`src/rtl/lsu_agu_sched_pkg.sv`:
```
// Shared widths, access-size encodings and grant identifiers for the LSU AGU scheduler.
package lsu_agu_sched_pkg;

  localparam int LSU_XLEN    = 64;
  localparam int LSU_VA_LEN  = 39;
  localparam int LSU_ROB_W   = 6;

  typedef enum logic [1:0] {
    LSU_SIZE_B = 2'd0,
    LSU_SIZE_H = 2'd1,
    LSU_SIZE_W = 2'd2,
    LSU_SIZE_D = 2'd3
  } lsu_size_e;

  localparam logic LSU_GNT_LD = 1'b0;
  localparam logic LSU_GNT_ST = 1'b1;

endpackage

```
`src/rtl/lsu_agu_rr_arb.sv`:
```
// Two-way load/store round-robin arbiter; the side not granted last wins a conflict.
module lsu_agu_rr_arb
  import lsu_agu_sched_pkg::*;
(
  input  logic clk,
  input  logic rst,
  input  logic i_en,
  input  logic i_req_ld,
  input  logic i_req_st,
  output logic o_gnt_ld,
  output logic o_gnt_st
);

  logic r_last_grant;

  always_comb begin
    o_gnt_ld = 1'b0;
    o_gnt_st = 1'b0;
    if (i_en) begin
      if (i_req_ld && (!i_req_st || (r_last_grant == LSU_GNT_ST))) begin
        o_gnt_ld = 1'b1;
      end else if (i_req_st) begin
        o_gnt_st = 1'b1;
      end
    end
  end

  // Reset to "store last" so the first conflict after reset goes to the load.
  always_ff @(posedge clk) begin
    if (rst) begin
      r_last_grant <= LSU_GNT_ST;
    end else if (o_gnt_ld || o_gnt_st) begin
      r_last_grant <= o_gnt_st;
    end
  end

endmodule

```
`src/rtl/lsu_agu_sched.sv`:
```
// Single shared AGU: arbitrates load/store issue, computes base+offset, flags misalignment,
// and holds one result entry behind a valid/ready handshake toward DTLB/LSQ.
module lsu_agu_sched
  import lsu_agu_sched_pkg::*;
#(
  parameter int XLEN             = LSU_XLEN,
  parameter int VIRTUAL_ADDR_LEN = LSU_VA_LEN,
  parameter int ROB_INDEX_WIDTH  = LSU_ROB_W
) (
  input  logic                        clk,
  input  logic                        rst,
  input  logic                        flush_i,
  input  logic                        ld_valid_i,
  output logic                        ld_ready_o,
  input  logic [XLEN-1:0]             ld_base_i,
  input  logic [XLEN-1:0]             ld_offset_i,
  input  logic [1:0]                  ld_size_i,
  input  logic [ROB_INDEX_WIDTH-1:0]  ld_rob_idx_i,
  input  logic                        st_valid_i,
  output logic                        st_ready_o,
  input  logic [XLEN-1:0]             st_base_i,
  input  logic [XLEN-1:0]             st_offset_i,
  input  logic [1:0]                  st_size_i,
  input  logic [ROB_INDEX_WIDTH-1:0]  st_rob_idx_i,
  output logic                        out_valid_o,
  input  logic                        out_ready_i,
  output logic [VIRTUAL_ADDR_LEN-1:0] out_addr_o,
  output logic                        out_is_store_o,
  output logic [1:0]                  out_size_o,
  output logic [ROB_INDEX_WIDTH-1:0]  out_rob_idx_o,
  output logic                        out_misalign_o
);

  localparam int VA = VIRTUAL_ADDR_LEN;

  function automatic logic f_misalign(input logic [VA-1:0] addr, input logic [1:0] size);
    logic m;
    case (size)
      LSU_SIZE_H: m = addr[0];
      LSU_SIZE_W: m = |addr[1:0];
      LSU_SIZE_D: m = |addr[2:0];
      default:    m = 1'b0;
    endcase
    return m;
  endfunction

  logic                       r_out_valid;
  logic [VA-1:0]              r_out_addr;
  logic                       r_out_is_store;
  logic [1:0]                 r_out_size;
  logic [ROB_INDEX_WIDTH-1:0] r_out_rob_idx;
  logic                       r_out_misalign;

  logic                       w_can_accept;
  logic                       w_arb_en;
  logic                       w_gnt_ld;
  logic                       w_gnt_st;
  logic [VA-1:0]              w_base;
  logic [VA-1:0]              w_offset;
  logic [VA-1:0]              w_addr;
  logic [1:0]                 w_size;
  logic [ROB_INDEX_WIDTH-1:0] w_rob_idx;
  logic                       w_unused_upper;

  assign w_can_accept = !r_out_valid || out_ready_i;
  assign w_arb_en     = w_can_accept && !flush_i && !rst;

  lsu_agu_rr_arb u_arb (
    .clk      (clk),
    .rst      (rst),
    .i_en     (w_arb_en),
    .i_req_ld (ld_valid_i),
    .i_req_st (st_valid_i),
    .o_gnt_ld (w_gnt_ld),
    .o_gnt_st (w_gnt_st)
  );

  assign ld_ready_o = w_gnt_ld;
  assign st_ready_o = w_gnt_st;

  // Only the low VA bits reach the adder; the wrap past VA bits is intentionally silent.
  assign w_base    = w_gnt_st ? st_base_i[VA-1:0]   : ld_base_i[VA-1:0];
  assign w_offset  = w_gnt_st ? st_offset_i[VA-1:0] : ld_offset_i[VA-1:0];
  assign w_size    = w_gnt_st ? st_size_i           : ld_size_i;
  assign w_rob_idx = w_gnt_st ? st_rob_idx_i        : ld_rob_idx_i;
  assign w_addr    = w_base + w_offset;

  assign w_unused_upper = ^{ld_base_i[XLEN-1:VA], ld_offset_i[XLEN-1:VA],
                            st_base_i[XLEN-1:VA], st_offset_i[XLEN-1:VA]};

  // Result register: flush drops the entry but keeps fields; a grant overwrites in place.
  always_ff @(posedge clk) begin
    if (rst) begin
      r_out_valid    <= 1'b0;
      r_out_addr     <= '0;
      r_out_is_store <= 1'b0;
      r_out_size     <= '0;
      r_out_rob_idx  <= '0;
      r_out_misalign <= 1'b0;
    end else if (flush_i) begin
      r_out_valid <= 1'b0;
    end else if (w_gnt_ld || w_gnt_st) begin
      r_out_valid    <= 1'b1;
      r_out_addr     <= w_addr;
      r_out_is_store <= w_gnt_st;
      r_out_size     <= w_size;
      r_out_rob_idx  <= w_rob_idx;
      r_out_misalign <= f_misalign(w_addr, w_size);
    end else if (out_ready_i) begin
      r_out_valid <= 1'b0;
    end
  end

  assign out_valid_o    = r_out_valid;
  assign out_addr_o     = r_out_addr;
  assign out_is_store_o = r_out_is_store;
  assign out_size_o     = r_out_size;
  assign out_rob_idx_o  = r_out_rob_idx;
  assign out_misalign_o = r_out_misalign;

endmodule

```
`config.mk`:
```
export PLATFORM = sky130hd
export DESIGN_NAME = lsu_agu_sched
export DESIGN_NICKNAME = d
export VERILOG_FILES = /design/src/rtl/lsu_agu_sched_pkg.sv /design/src/rtl/lsu_agu_rr_arb.sv /design/src/rtl/lsu_agu_sched.sv
export SDC_FILE = /design/constraint.sdc
export NUM_CORES = 1
export LEC_CHECK = 0
export CAP_MARGIN = 15
export CORE_AREA = 2 2 130 132
export CTS_CLUSTER_DIAMETER = 60
export DETAILED_ROUTE_END_ITERATION = 10
export DIE_AREA = 0 0 132 134
export GPL_ROUTABILITY_DRIVEN = 0
export GPL_TIMING_DRIVEN = 1
export PLACE_DENSITY = 0.74
export SLEW_MARGIN = 20
export SYNTH_ARGS = -nofsm -noshare
export SYNTH_HDL_FRONTEND = slang
export SYNTH_SLANG_ARGS = --single-unit
```
`constraint.sdc`:
```
create_clock -name clk -period 4.25 [get_ports clk]
set_input_delay 0.6375 -clock clk [delete_from_list [all_inputs] [get_ports clk]]
set_output_delay 0.6375 -clock clk [all_outputs]
set_load 0.1 [all_outputs]
```
==> run metrics <==
status=completed; final period utilization=0.947; clk_lat worst skew=300 ps; Peak VDD IR=164 uV; Ant. Diodes=0; DIE WIDTH=132 um; vias in the first global route=6041; Cells after Synth=803; Post-Synthesis Cell Area=5120 um2; via count=6136; Final Core Density=0.495; Slew Viols, Final=0; DP Wirelength=13600 um; post-synth net total=1120; Die H=134 um; Power per Cell Area=295 nW/um2; Layout area overhead=57.3%; Worst Clk Skew=4.37 ps; Seq/Total Area, Yosys=0.199; number of hold buffers added after cts=0; Cell Count, Final, Fillers Out=1255; via/cell ratio=4.89; # port buffers=229; clk root buf=clkbuf_16; Routed wire per std cell=13.5 um; crit path kind=input pin to flop; required time worst endpoint=4440 ps; Final ANT Viol Nets=0; total gr overflow=0; first-pass GRT wire length=28300 um; Max-Cap Viols=0; Most used DFF post-synth=dfxtp_1; Max Buffers Root-to-Sink=2; # rows=47; number of synthesized flops with an enable pin=0; Initial Util=0.314; most common cell after layout, fill and taps aside=nand2_1; placed insts=1244; Avg Synthesized Cell Area=6.38 um2; CTS tree=built; Total GRT Usage=0.191; clk sinks=51; crit path DAT=4210 ps; worst min path class=flop to flop; final hold vios=0; slew margin rel.=0.296; most frequent cells in the layout=nand2_1, clkdlybuf4s50_1, a21oi_1; layout cells sized above 1=0.0715; core area=16300 um2; Synth Register Bits=51; DRC violations left=0; Synth Warn #=0; fmax=249 MHz; CP max FO=10; Finish-stage setup viols=0; initial antenna violation count=0; r2r setup slk=720 ps; FFs w/ async S/R, synth=0; Tmin final=4020 ps; clock slew at reported path FFs=70 ps; Power Total=2.38 mW; synth unique cells=60; Pre-antenna DRT Iters=4; Die Footprint=17700 um2; largest net degree at the start of global routing=48; I/O pin cnt=330; H-Tree Depth=2; RSZ-0062 raised after global routing=no; Iteration-0 DRC Markers=253; Critical Path Sink Type=flop; cts bufs inserted=5; final WL=17000 um; setup TNS=0 ps; LEAKAGE=3.42 nW; nets=1351; Startpoint Class=input pin; Slew @ Worst Pin=1050 ps
## per-stage QoR
stage               hold slack (ps)  instance area (um2)  worst slack, ps
floorplan                       484                 5120              144
global placement                435                 7840            -85.5
detailed placement              441                 7840            -89.5
CTS                             453                 8020              215
global route                    478                 8060             20.4
finish                          453                 8060              227
## flip-flops by register name (all words and copies together) (netlist names)
register and cells:
out_misalign_o 1, u_arb.r_last_grant 1, out_is_store_o 1, out_rob_idx_o 6
out_addr_o 39, out_valid_o 1, out_size_o 2
## final cells by class
| cell class | instances | area [um2] |
|---|---|---|
| fillers | 1622 | 8230 |
| repair buffers | 271 | 2660 |
| well taps | 220 | 275 |
| clock inverters | 2 | 38.8 |
| clock buffers | 6 | 139 |
| multi-input cells | 693 | 3870 |
| inverters | 12 | 45.0 |
| flip-flops and latches | 51 | 1020 |
## layer usage
| layer | up-vias | part of all wire | GRT usage |
|---|---|---|---|
| li1 | 3206 | - | - |
| met1 | 2739 | 0.45 | 0.236 |
| met2 | 174 | 0.49 | 0.349 |
| met3 | 17 | 0.050 | 0.0272 |
| met4 | 0 | 0.015 | 0.0459 |
| met5 | - | 0 | 0 |
## Yosys cell counts (all sizes together) (4+ instances only)
library cell / count / share of area
nand2: 323 / 0.24
a21oi: 60 / 0.059
dfxtp: 51 / 0.20
o21ai: 47 / 0.047
nor2: 44 / 0.032
ha: 38 / 0.093
clkbuf: 30 / 0.022
xnor2: 22 / 0.038
buf: 17 / 0.019
nand4: 17 / 0.022
inv: 12 / 0.0088
a21o: 11 / 0.016
o21a: 10 / 0.015
nand3: 9 / 0.0088
nor3: 9 / 0.0098
a311oi: 8 / 0.017
or3: 8 / 0.0098
xor2: 8 / 0.014
a211oi: 7 / 0.011
a31oi: 7 / 0.0086
o21bai: 7 / 0.010
o211ai: 6 / 0.0088
mux2i: 5 / 0.0098
nand2b: 5 / 0.0061
nand3b: 5 / 0.0073
a2111oi: 4 / 0.012
a32o: 4 / 0.0078
nor2b: 4 / 0.0049
## power by group
group | total [mW] | internal, mW | switching [mW]
combinational | 1.33 | 0.515 | 0.819
sequential | 0.550 | 0.526 | 0.0241
clock | 0.493 | 0.297 | 0.197
total | 2.38 | 1.34 | 1.04
## critical path, cell delays in order
cell	delay (ps)
clkdlybuf4s50_1	380
nand2b_1	190
nand4_1	230
buf_4	240
nand2_1	80
nand2_1	70
ha_1	180
inv_1	60
fa_1	370
and2b_1	240
o2111ai_2	210
a311oi_4	380
o21ai_2	140
a2111oi_4	410
o21ai_1	120
a32o_1	260
## worst paths after layout
path,start,endpoint,depth (start not counted)
worst min-delay path,out_addr_o[14],out_addr_o[14],2
worst min register to register,out_addr_o[14],out_addr_o[14],2
worst max-delay path,out_ready_i,out_addr_o[36],16
worst max register to register,out_valid_o,out_addr_o[36],15
## what timing repair did
item | 4_1_cts | 5_1_grt
setup buffers | 0 | 3
setup endpoints to repair | 0 | 6
resized for setup | 0 | 3
## cells by family after synthesis
| family | after synthesis | share of synthesized area |
|---|---|---|
| muxes | 5 | 0.00977 |
| buffers and inverters | 59 | 0.0496 |
| and+or+nand+nor | 433 | 0.350 |
| xor gates and xnor gates | 30 | 0.0513 |
| DFF | 51 | 0.199 |
| adders and majority gates | 39 | 0.0968 |
| AOI/OAI and AO/OA | 186 | 0.243 |
No activity file was read; power rests on OpenSTA's default activity.
